**src/rtl/rf_bist_ctrl.sv**
```systemverilog
// Self-test initiator for the 2R/1W register file: writes a stride pattern to every
// address, reads it back on both ports and reports pass/fail with first-failure details.
module rf_bist_ctrl #(
  parameter int unsigned ADDR_W = 5,
  parameter int unsigned DATA_W = 32,
  parameter logic [DATA_W-1:0] SEED   = DATA_W'(32'h0000ffff),
  parameter logic [DATA_W-1:0] STRIDE = DATA_W'(32'h11110000)
) (
  input  logic              clk,
  input  logic              reset,
  input  logic              start,
  output logic              busy,
  output logic              done,
  output logic              pass,
  output logic [6:0]        err_cnt,
  output logic [ADDR_W-1:0] fail_addr,
  output logic              fail_port,
  output logic [DATA_W-1:0] fail_data,
  output logic              rf_we,
  output logic [ADDR_W-1:0] rf_waddr,
  output logic [DATA_W-1:0] rf_wdata,
  output logic [ADDR_W-1:0] rf_raddr1,
  input  logic [DATA_W-1:0] rf_rdata1,
  output logic [ADDR_W-1:0] rf_raddr2,
  input  logic [DATA_W-1:0] rf_rdata2
);

  typedef enum logic [1:0] {IDLE, WRITE, READ, DONE} state_t;

  localparam logic [ADDR_W-1:0] LAST = '1;

  state_t            state;
  logic [ADDR_W-1:0] addr;
  logic [ADDR_W-1:0] addr_next;
  logic [ADDR_W-1:0] addr_prev;
  logic              mis1;
  logic              mis2;
  logic [6:0]        err_next;

  function automatic logic [DATA_W-1:0] pattern(input logic [ADDR_W-1:0] a);
    return SEED + DATA_W'(a) * STRIDE;
  endfunction

  // r0 is hardwired to zero, so address 0 must read back 0 despite being written
  function automatic logic [DATA_W-1:0] expected_at(input logic [ADDR_W-1:0] a);
    return (a == '0) ? '0 : pattern(a);
  endfunction

  assign addr_next = addr + ADDR_W'(1);
  assign addr_prev = addr - ADDR_W'(1);
  assign mis1      = (state == READ) && (rf_rdata1 != expected_at(addr));
  assign mis2      = (state == READ) && (rf_rdata2 != expected_at(addr_prev));
  assign err_next  = err_cnt + 7'(mis1) + 7'(mis2);

  always_ff @(posedge clk) begin
    if (reset) begin
      state     <= IDLE;
      addr      <= '0;
      busy      <= 1'b0;
      done      <= 1'b0;
      pass      <= 1'b0;
      err_cnt   <= '0;
      fail_addr <= '0;
      fail_port <= 1'b0;
      fail_data <= '0;
      rf_we     <= 1'b0;
      rf_waddr  <= '0;
      rf_wdata  <= '0;
      rf_raddr1 <= '0;
      rf_raddr2 <= '0;
    end else begin
      done <= 1'b0;
      case (state)
        IDLE, DONE: begin
          if (start) begin
            state     <= WRITE;
            addr      <= '0;
            busy      <= 1'b1;
            pass      <= 1'b0;
            err_cnt   <= '0;
            fail_addr <= '0;
            fail_port <= 1'b0;
            fail_data <= '0;
            rf_we     <= 1'b1;
            rf_waddr  <= '0;
            rf_wdata  <= pattern('0);
          end else begin
            state <= IDLE;
          end
        end
        WRITE: begin
          if (addr == LAST) begin
            // port 2 trails port 1 by one address, wrapping to the top at the start
            state     <= READ;
            addr      <= '0;
            rf_we     <= 1'b0;
            rf_waddr  <= '0;
            rf_wdata  <= '0;
            rf_raddr1 <= '0;
            rf_raddr2 <= LAST;
          end else begin
            addr     <= addr_next;
            rf_waddr <= addr_next;
            rf_wdata <= pattern(addr_next);
          end
        end
        READ: begin
          err_cnt <= err_next;
          if ((err_cnt == '0) && (mis1 || mis2)) begin
            fail_addr <= mis1 ? addr : addr_prev;
            fail_port <= !mis1;
            fail_data <= mis1 ? rf_rdata1 : rf_rdata2;
          end
          if (addr == LAST) begin
            state     <= DONE;
            addr      <= '0;
            busy      <= 1'b0;
            done      <= 1'b1;
            pass      <= (err_next == '0);
            rf_raddr1 <= '0;
            rf_raddr2 <= '0;
          end else begin
            addr      <= addr_next;
            rf_raddr1 <= addr_next;
            rf_raddr2 <= addr;
          end
        end
        default: state <= IDLE;
      endcase
    end
  end

endmodule

```
**config.mk**
```make
export PLATFORM = sky130hd
export DESIGN_NAME = rf_bist_ctrl
export DESIGN_NICKNAME = d
export VERILOG_FILES = /design/src/rtl/rf_bist_ctrl.sv
export SDC_FILE = /design/constraint.sdc
export NUM_CORES = 1
export LEC_CHECK = 0
export ABC_AREA = 1
export BUFFER_PORTS_ARGS = -buffer_cell sky130_fd_sc_hd__buf_2
export CORE_AREA = 2 2 119 98
export DETAILED_ROUTE_END_ITERATION = 8
export DIE_AREA = 0 0 121 100
export PLACE_DENSITY = 0.75
export SKIP_CTS_REPAIR_TIMING = 1
export SLEW_MARGIN = 15
export SYNTH_ARGS = -nofsm -noshare
export SYNTH_HDL_FRONTEND = slang
export SYNTH_SLANG_ARGS = --single-unit
```
**constraint.sdc**
```tcl
create_clock -name clk -period 4.7 [get_ports clk]
set_input_delay 0.47 -clock clk [delete_from_list [all_inputs] [get_ports clk]]
set_output_delay 0.47 -clock clk [all_outputs]
set_load 0.01 [all_outputs]
```
==> metrics.csv, run 1 <==
stage,metric,value,unit
synthesis,Post-synth EDFFs,0,
die,row count,35,
die,die extent in y,100,um
pwr,Pleak,0.003201,uW
sta,achievable frequency,0.2343,GHz
pwr,switching part of the total,47.50,%
sta,clock skew,0.006817,ns
sta,RSZ-0062 raised after global routing,no,
sta,Setup-failing EPs final,0,
finish,number of antenna diodes,0,
synthesis,main flop type after synthesis,dfxtp_1,
sta,period utilization,90.80,%
synthesis,asr flop ratio synth,0,%
synthesis,Post-Synth Adder-Cell Area,4.832,%
synthesis,post-synthesis simple-gate area fraction,40.61,%
clock_network,clk slew on worst S/H paths,0.06,ns
sta,final setup TNS,0,ns
grt,number of global-route vias before repair,5109,
grt,total grt overflow,0,
finish,Area growth syn-to-layout,18.46,%
drt,# DRC,0,
sta,Worst Tran Pin Value,0.7831,ns
placement,Post-DP HPWL,11670,um
pwr,Reg power frac,25.8,%
grt,total track usage,25.77,%
sta,Final Hold Vio Count,0,
setup_path,Critical-path top delay cell,dfxtp_1,
synthesis,post-synthesis mux area share,0,%
clock_network,latest clock arrival within the worst-skew pair,0.34,ns
job,max cap viols,0,
clock_network,CTS buffer count,9,
synthesis,Mapped Avg Cell Area,6.411,um^2
synthesis,syn nets,919,
synthesis,Yosys cell types,34,
drt,drt first pass iters,7,
grt,pin count of the biggest net entering global routing,61,
setup_path,nature of the critical path endpoint,flop,
synthesis,largest area contributor in the netlist,dfxtp_1,
setup_path,CP max stage delay,0.51,ns
clock_network,H-tree depth,3,
setup_path,Crit Path Category,flop to flop,
drt,Routed Antenna Nets,0,
pwr,Clk pwr share,20.0,%
finish,share of cells above drive strength 1,23.85,%
outcome,status,completed,
die,Core Region,11080,um^2
clock_network,Root Driver,clkbuf_16,
finish,fillcell total,1131,
sta,minimum clock period,4.268,ns
drt,Via Count,5744,
synthesis,"Seq/Total Area, Yosys",30.03,%
setup_path,CP top delay family,adder cells,
drt,via-per-instance ratio,5.184,
pwr,logic gate share of total power,54.3,%
synthesis,Synth Area in XOR/XNOR,1.970,%
setup_path,"Buf+Inv Stages, Crit Path",3,
synthesis,area share of the largest cell type after synthesis,30.03,%
setup_path,WP data arrival,4.53,ns
die,die footprint,12100,um^2
clock_network,CTS max path bufs,2,
die,Initial Util,48.14,%
die,Top Ports,163,
worst_hold_path,worst hold path class,flop to flop,
placement,RePlAce Congestion,0.9449,
setup_path,"most used cell, CP",nand2_1,
pwr,worst vdd ir,0.2564,mV
synthesis,post-synthesis compound-gate area fraction,10.72,%
clock_network,CTS tree,yes,
sta,"Slew Viols, Final",0,
sta,Slew HR,47.60,%
synthesis,"FF+latch count, synth",80,
die,Die X,121,um
drt,WL final,15630,um
synthesis,Mapped Area,5334,um^2
synthesis,most area-consuming cells after synthesis,"dfxtp_1, nand2_1, nand3_1",
setup_path,crit start category,flop,
pwr,Pwr Density,548.7,nW/um^2
drt,WL/cell,14.11,um
placement,Port Buf Inserts,162,
pwr,NetSw,1647,uW
synthesis,Syn Inst Count,832,
clock_network,Sink Count,80,
finish,most frequent cells in the layout,"nand2_1, buf_2, nor2_1",
setup_path,CP max FO,11,
synthesis,synth warn,0,
finish,Nets,1042,
drt,Starting DRT DRC Count,567,
finish,fin util,57.03,%
finish,"commonest non-fill, non-tap cell in the layout",nand2_1,
synthesis,largest family of logic cells by synthesized area,simple AND/OR/NAND/NOR gates,
grt,global-route wire length before repair,24740,um
setup_path,"Req. time, crit path",4.97,ns
grt,initial antenna violation count,0,
pwr,P_int,1820,uW
[power groups by stage]
stage                     registers [uW]  clock network (uW)  logic (uW)
final                                894                 692        1880
after floorplan                      955                   0        1380
after global placement               906                   0        1850
after global routing                 912                 729        2120
after detailed placement             908                   0        1860
after CTS                            894                 699        1870
[routing by layer]
metal  share of wire (%)  track usage (%)  wire, um
met5                   0                0         0
met1                  46            35.73      7241
met2                  43            39.59      6774
met4                 2.2            8.587       347
met3                 8.1            5.909      1267
[through the flow]
| stage | setup WS, ns | hold slack [ns] | instance area [um^2] | total power [uW] | std cells |
|---|---|---|---|---|---|
| global placement | 0.5801 | 0.4505 | 6028 | 2753 | 1092 |
| global route | 0.05326 | 0.4824 | 6319 | 3758 | 1108 |
| floorplan | 0.9620 | 0.4829 | 5334 | 2334 | 832 |
| detailed placement | 0.4878 | 0.4527 | 6028 | 2763 | 1092 |
| CTS | 0.4654 | 0.4619 | 6319 | 3459 | 1108 |
| finish | 0.4324 | 0.4616 | 6319 | 3467 | 1108 |
[cell families (layout without fill, tap and decap cells)]
group                      Yosys count  after routing
and+or+nand+nor                    489            489
buffers and inverters              129            257
AOI/OAI and AO/OA                  102            102
DFF                                 80             80
adders and majority gates           20             20
xor gates and xnor gates            12             12
[synth_stat cells (all sizes together) (5+ instances only)]
cell,count
o21ai,26
nand3b,8
buf,38
or2,5
nor3,10
a211oi,5
nand2,266
inv,69
nand4,21
nor2,99
xor2,11
nand3,78
a21oi,68
clkbuf,21
ha,19
dfxtp,80
[flip-flops by register name, indices dropped and copies added (netlist names), 5 cells and up]
| signal | count |
|---|---|
| rf_waddr | 5 |
| rf_raddr2 | 5 |
| fail_addr | 5 |
| rf_wdata | 9 |
| rf_raddr1 | 5 |
| err_cnt | 7 |
| fail_data | 32 |
| addr | 5 |
[final cells by class]
type	count	area (um^2)	share of cell area, %
tap	148	185.2	2.931
clock inverter	5	57.56	0.9109
clock buffer	11	232.7	3.683
multi-input combinational	623	3100	49.07
timing repair buffer	171	878.3	13.90
inverter	70	262.8	4.158
sequential	80	1602	25.35
[path summary, 6_finish.rpt]
check | slack [ns] | endpoint | cells past startpoint | start
max | 0.43 | pass | 27 | addr[0]
min | 0.46 | fail_data[13] | 2 | fail_data[13]
max reg2reg | 0.43 | pass | 27 | addr[0]
min reg2reg | 0.46 | fail_data[13] | 2 | fail_data[13]
[tightest hold or removal path, cell delays in order, from the launching register on]
cell	delay, ns
dfxtp_1	0.30
nand2_1	0.06
a21oi_1	0.05
Note: power is estimated with default switching activity, not from simulation.
==> inputs of run 2 (changes only) <==
CAP_MARGIN = 20   (was default)
clock period = 4.08 ns   (was 4.7 ns; I/O delays follow)
==> run 2 against run 1 <==
Global-route usage is essentially flat. Setup slack lost 0.12 ns. Worst hold slack lost 0.028 ns. First-iteration DRC count grew 1.4%. Count of clock-buffer cells in the layout is the same. Critical path depth shrank 3. Register-to-register slack lost 0.12 ns. Total power grew 17%. Via count grew 1.6%. Clock skew is essentially flat. Wire length grew 2.1%. Clock power grew 9.0%. Largest power group unchanged.
==> metrics.csv, run 2 (synthesis gave the netlist of run 1 again) <==
stage,metric,value,unit,change
outcome,status,completed,,unchanged
setup_path,"Req. time, crit path",4.35,ns,was 4.97 ns
grt,met2 global-route usage,40.71,%,was 39.59%
pwr,Pleak,0.003230,uW,was 0.003201 uW
die,row count,35,,unchanged
finish,"commonest non-fill, non-tap cell in the layout",nand2_1,,unchanged
drt,Routed Antenna Nets,0,,unchanged
grt,gr busiest metal,met2,,unchanged
grt,number of global-route vias before repair,4910,,was 5109
clock_network,Root Driver,clkbuf_16,,unchanged
sta,achievable frequency,0.2651,GHz,was 0.2343 GHz
pwr,NetSw,1940,uW,was 1647 uW
grt,total grt overflow,0,,unchanged
setup_path,worst setup path end,pass,,unchanged
setup_path,Crit Reg-Reg Startpoint,addr[0],,unchanged
finish,Reg area,1602,um^2,unchanged
pwr,worst vdd ir,0.2701,mV,was 0.2564 mV
setup_path,Crit Path Category,flop to flop,,unchanged
clock_network,CTS buffer count,9,,unchanged
setup_path,WP data arrival,4.05,ns,was 4.53 ns
die,Core Region,11080,um^2,unchanged
pwr,Pwr Density,634.9,nW/um^2,was 548.7 nW/um^2
die,Die X,121,um,unchanged
grt,initial antenna violation count,0,,unchanged
pwr,Clk pwr share,18.6,%,was 20.0%
sta,final setup TNS,0,ns,unchanged
placement,RePlAce Congestion,0.9237,,was 0.9449
finish,fillcell total,1112,,was 1131
placement,Port Buf Inserts,162,,unchanged
drt,drt first pass iters,5,,was 7
grt,global-route wire length before repair,24680,um,was 24740 um
finish,footprint of the multi-input gates,3115,um^2,was 3100 um^2
clock_network,clk slew on worst S/H paths,0.06,ns,about the same
sta,Worst Tran Pin Value,0.8032,ns,was 0.7831 ns
pwr,P_int,2108,uW,was 1820 uW
finish,number of antenna diodes,0,,unchanged
pwr,logic gate share of total power,56.2,%,was 54.3%
grt,total track usage,25.74,%,was 25.77%
setup_path,reg-to-reg endpoint,pass,,unchanged
setup_path,path depth of the worst reg2reg path,24,,was 27
setup_path,CP max FO,10,,was 11
clock_network,CTS max path bufs,2,,unchanged
sta,minimum clock period,3.772,ns,was 4.268 ns
finish,Top Registers,"fail_data (32), rf_wdata (9), err_cnt (7)",,unchanged
clock_network,latest clock arrival within the worst-skew pair,0.34,ns,about the same
drt,via-per-instance ratio,5.240,,was 5.184
drt,WL/cell,14.32,um,was 14.11 um
sta,Slew HR,46.25,%,was 47.60%
job,max cap viols,0,,unchanged
sta,"Slew Viols, Final",0,,unchanged
sta,period utilization,92.45,%,was 90.80%
drt,WL final,15960,um,was 15630 um
sta,Setup-failing EPs final,0,,unchanged
setup_path,r2r setup slk,0.31,ns,was 0.43 ns
finish,most frequent cells in the layout,"nand2_1, buf_2, nor2_1",,unchanged
finish,Nets,1048,,was 1042
worst_hold_path,worst hold start,rf_rdata2[10],,was fail_data[13]
grt,met3 usage,5.000,%,was 5.909%
pwr,Reg power frac,25.2,%,was 25.8%
setup_path,CP startpoint,addr[0],,unchanged
pwr,switching part of the total,47.93,%,was 47.50%
finish,largest reg by FF count,fail_data,,unchanged
finish,max FFs per register,32,,unchanged
die,die footprint,12100,um^2,unchanged
drt,Starting DRT DRC Count,575,,was 567
sta,RSZ-0062 raised after global routing,no,,unchanged
die,die extent in y,100,um,unchanged
sta,clock skew,0.006719,ns,was 0.006817 ns
die,Initial Util,48.14,%,unchanged
finish,share of cells above drive strength 1,24.95,%,was 23.85%
worst_hold_path,Worst Hold Path Cells,5,,was 2
clock_network,Sink Count,80,,unchanged
setup_path,nature of the critical path endpoint,flop,,unchanged
die,Top Ports,163,,unchanged
finish,fin util,57.55,%,was 57.03%
clock_network,H-tree depth,3,,unchanged
sta,Final Hold Vio Count,0,,unchanged
grt,met1 usage,36.49,%,was 35.73%
worst_hold_path,worst hold path class,input pin to flop,,was flop to flop
grt,pin count of the biggest net entering global routing,61,,unchanged
clock_network,CTS tree,yes,,unchanged
placement,Post-DP HPWL,11610,um,was 11670 um
drt,Via Count,5837,,was 5744
setup_path,crit start category,flop,,unchanged
drt,# DRC,0,,unchanged
finish,Area growth syn-to-layout,19.54,%,was 18.46%
-- run 2: cell types whose count changed in the layout (fill, tap and decap cells not counted), sizes merged --
| cell | previous run | this run |
|---|---|---|
| buf | 171 | 177 |
| bufinv | 1 | 0 |
| clkinv | 5 | 6 |
-- run 2: metal layers --
metal  vias to the layer above  share of wire [%]
met5                         -                  0
met4                         0                1.5
met3                        23                8.2
met2                       240                 44
met1                      2651                 46
li1                       2923                  -
-- run 2: area by class of cell --
cell class | count | share of cell area [%]
clock buffer | 11 | 3.807
clock inverter | 5 | 0.5102
inverter | 70 | 4.121
multi-input combinational | 623 | 48.86
sequential | 80 | 25.12
tap | 148 | 2.904
timing repair buffer | 177 | 14.68
-- run 2: worst min-delay path by stage --
stage	endpoint	slack, ns
final	fail_data[10]	0.43
after detailed placement	busy	0.45
after floorplan	busy	0.48
after global routing	fail_data[5]	0.47
after CTS	fail_data[10]	0.43
after global placement	busy	0.45
-- run 2: critical path, stage by stage (launching register included) --
cell and delay (ns):
dfxtp_1 0.34, inv_2 0.06, buf_4 0.18, ha_1 0.40, inv_2 0.09, ha_1 0.22, ha_1 0.21, inv_1 0.06
nand3_1 0.07, nand2_1 0.07, inv_1 0.07, nand3_1 0.07, nand2_1 0.06, nor2_1 0.08, nand2_1 0.07, nor2_2 0.18
a21oi_1 0.13, fa_1 0.42, ha_1 0.23, nand2_1 0.09, nor2_1 0.05, xor2_1 0.15, nor3_1 0.19, nand3_1 0.09
a21oi_1 0.14
-- run 2: stage by stage --
stage | setup slack [ns] | instance area, um^2 | power (uW) | hold WS [ns] | std cells
finish | 0.3079 | 6376 | 4048 | 0.4336 | 1114
floorplan | 0.3420 | 5334 | 2689 | 0.4829 | 832
detailed placement | 0.2045 | 6086 | 3256 | 0.4526 | 1098
global placement | 0.2802 | 6086 | 3244 | 0.4479 | 1098
CTS | 0.1806 | 6361 | 4013 | 0.4277 | 1114
global route | 0.009925 | 6376 | 4359 | 0.4723 | 1114
-- run 2: power groups by stage --
stage               Sequential (uW)  Clock (uW)  Combinational [uW]
floorplan                      1100           0                1590
global placement               1030           0                2210
detailed placement             1030           0                2220
CTS                            1020         765                2230
global route                   1040         792                2530
finish                         1020         754                2270
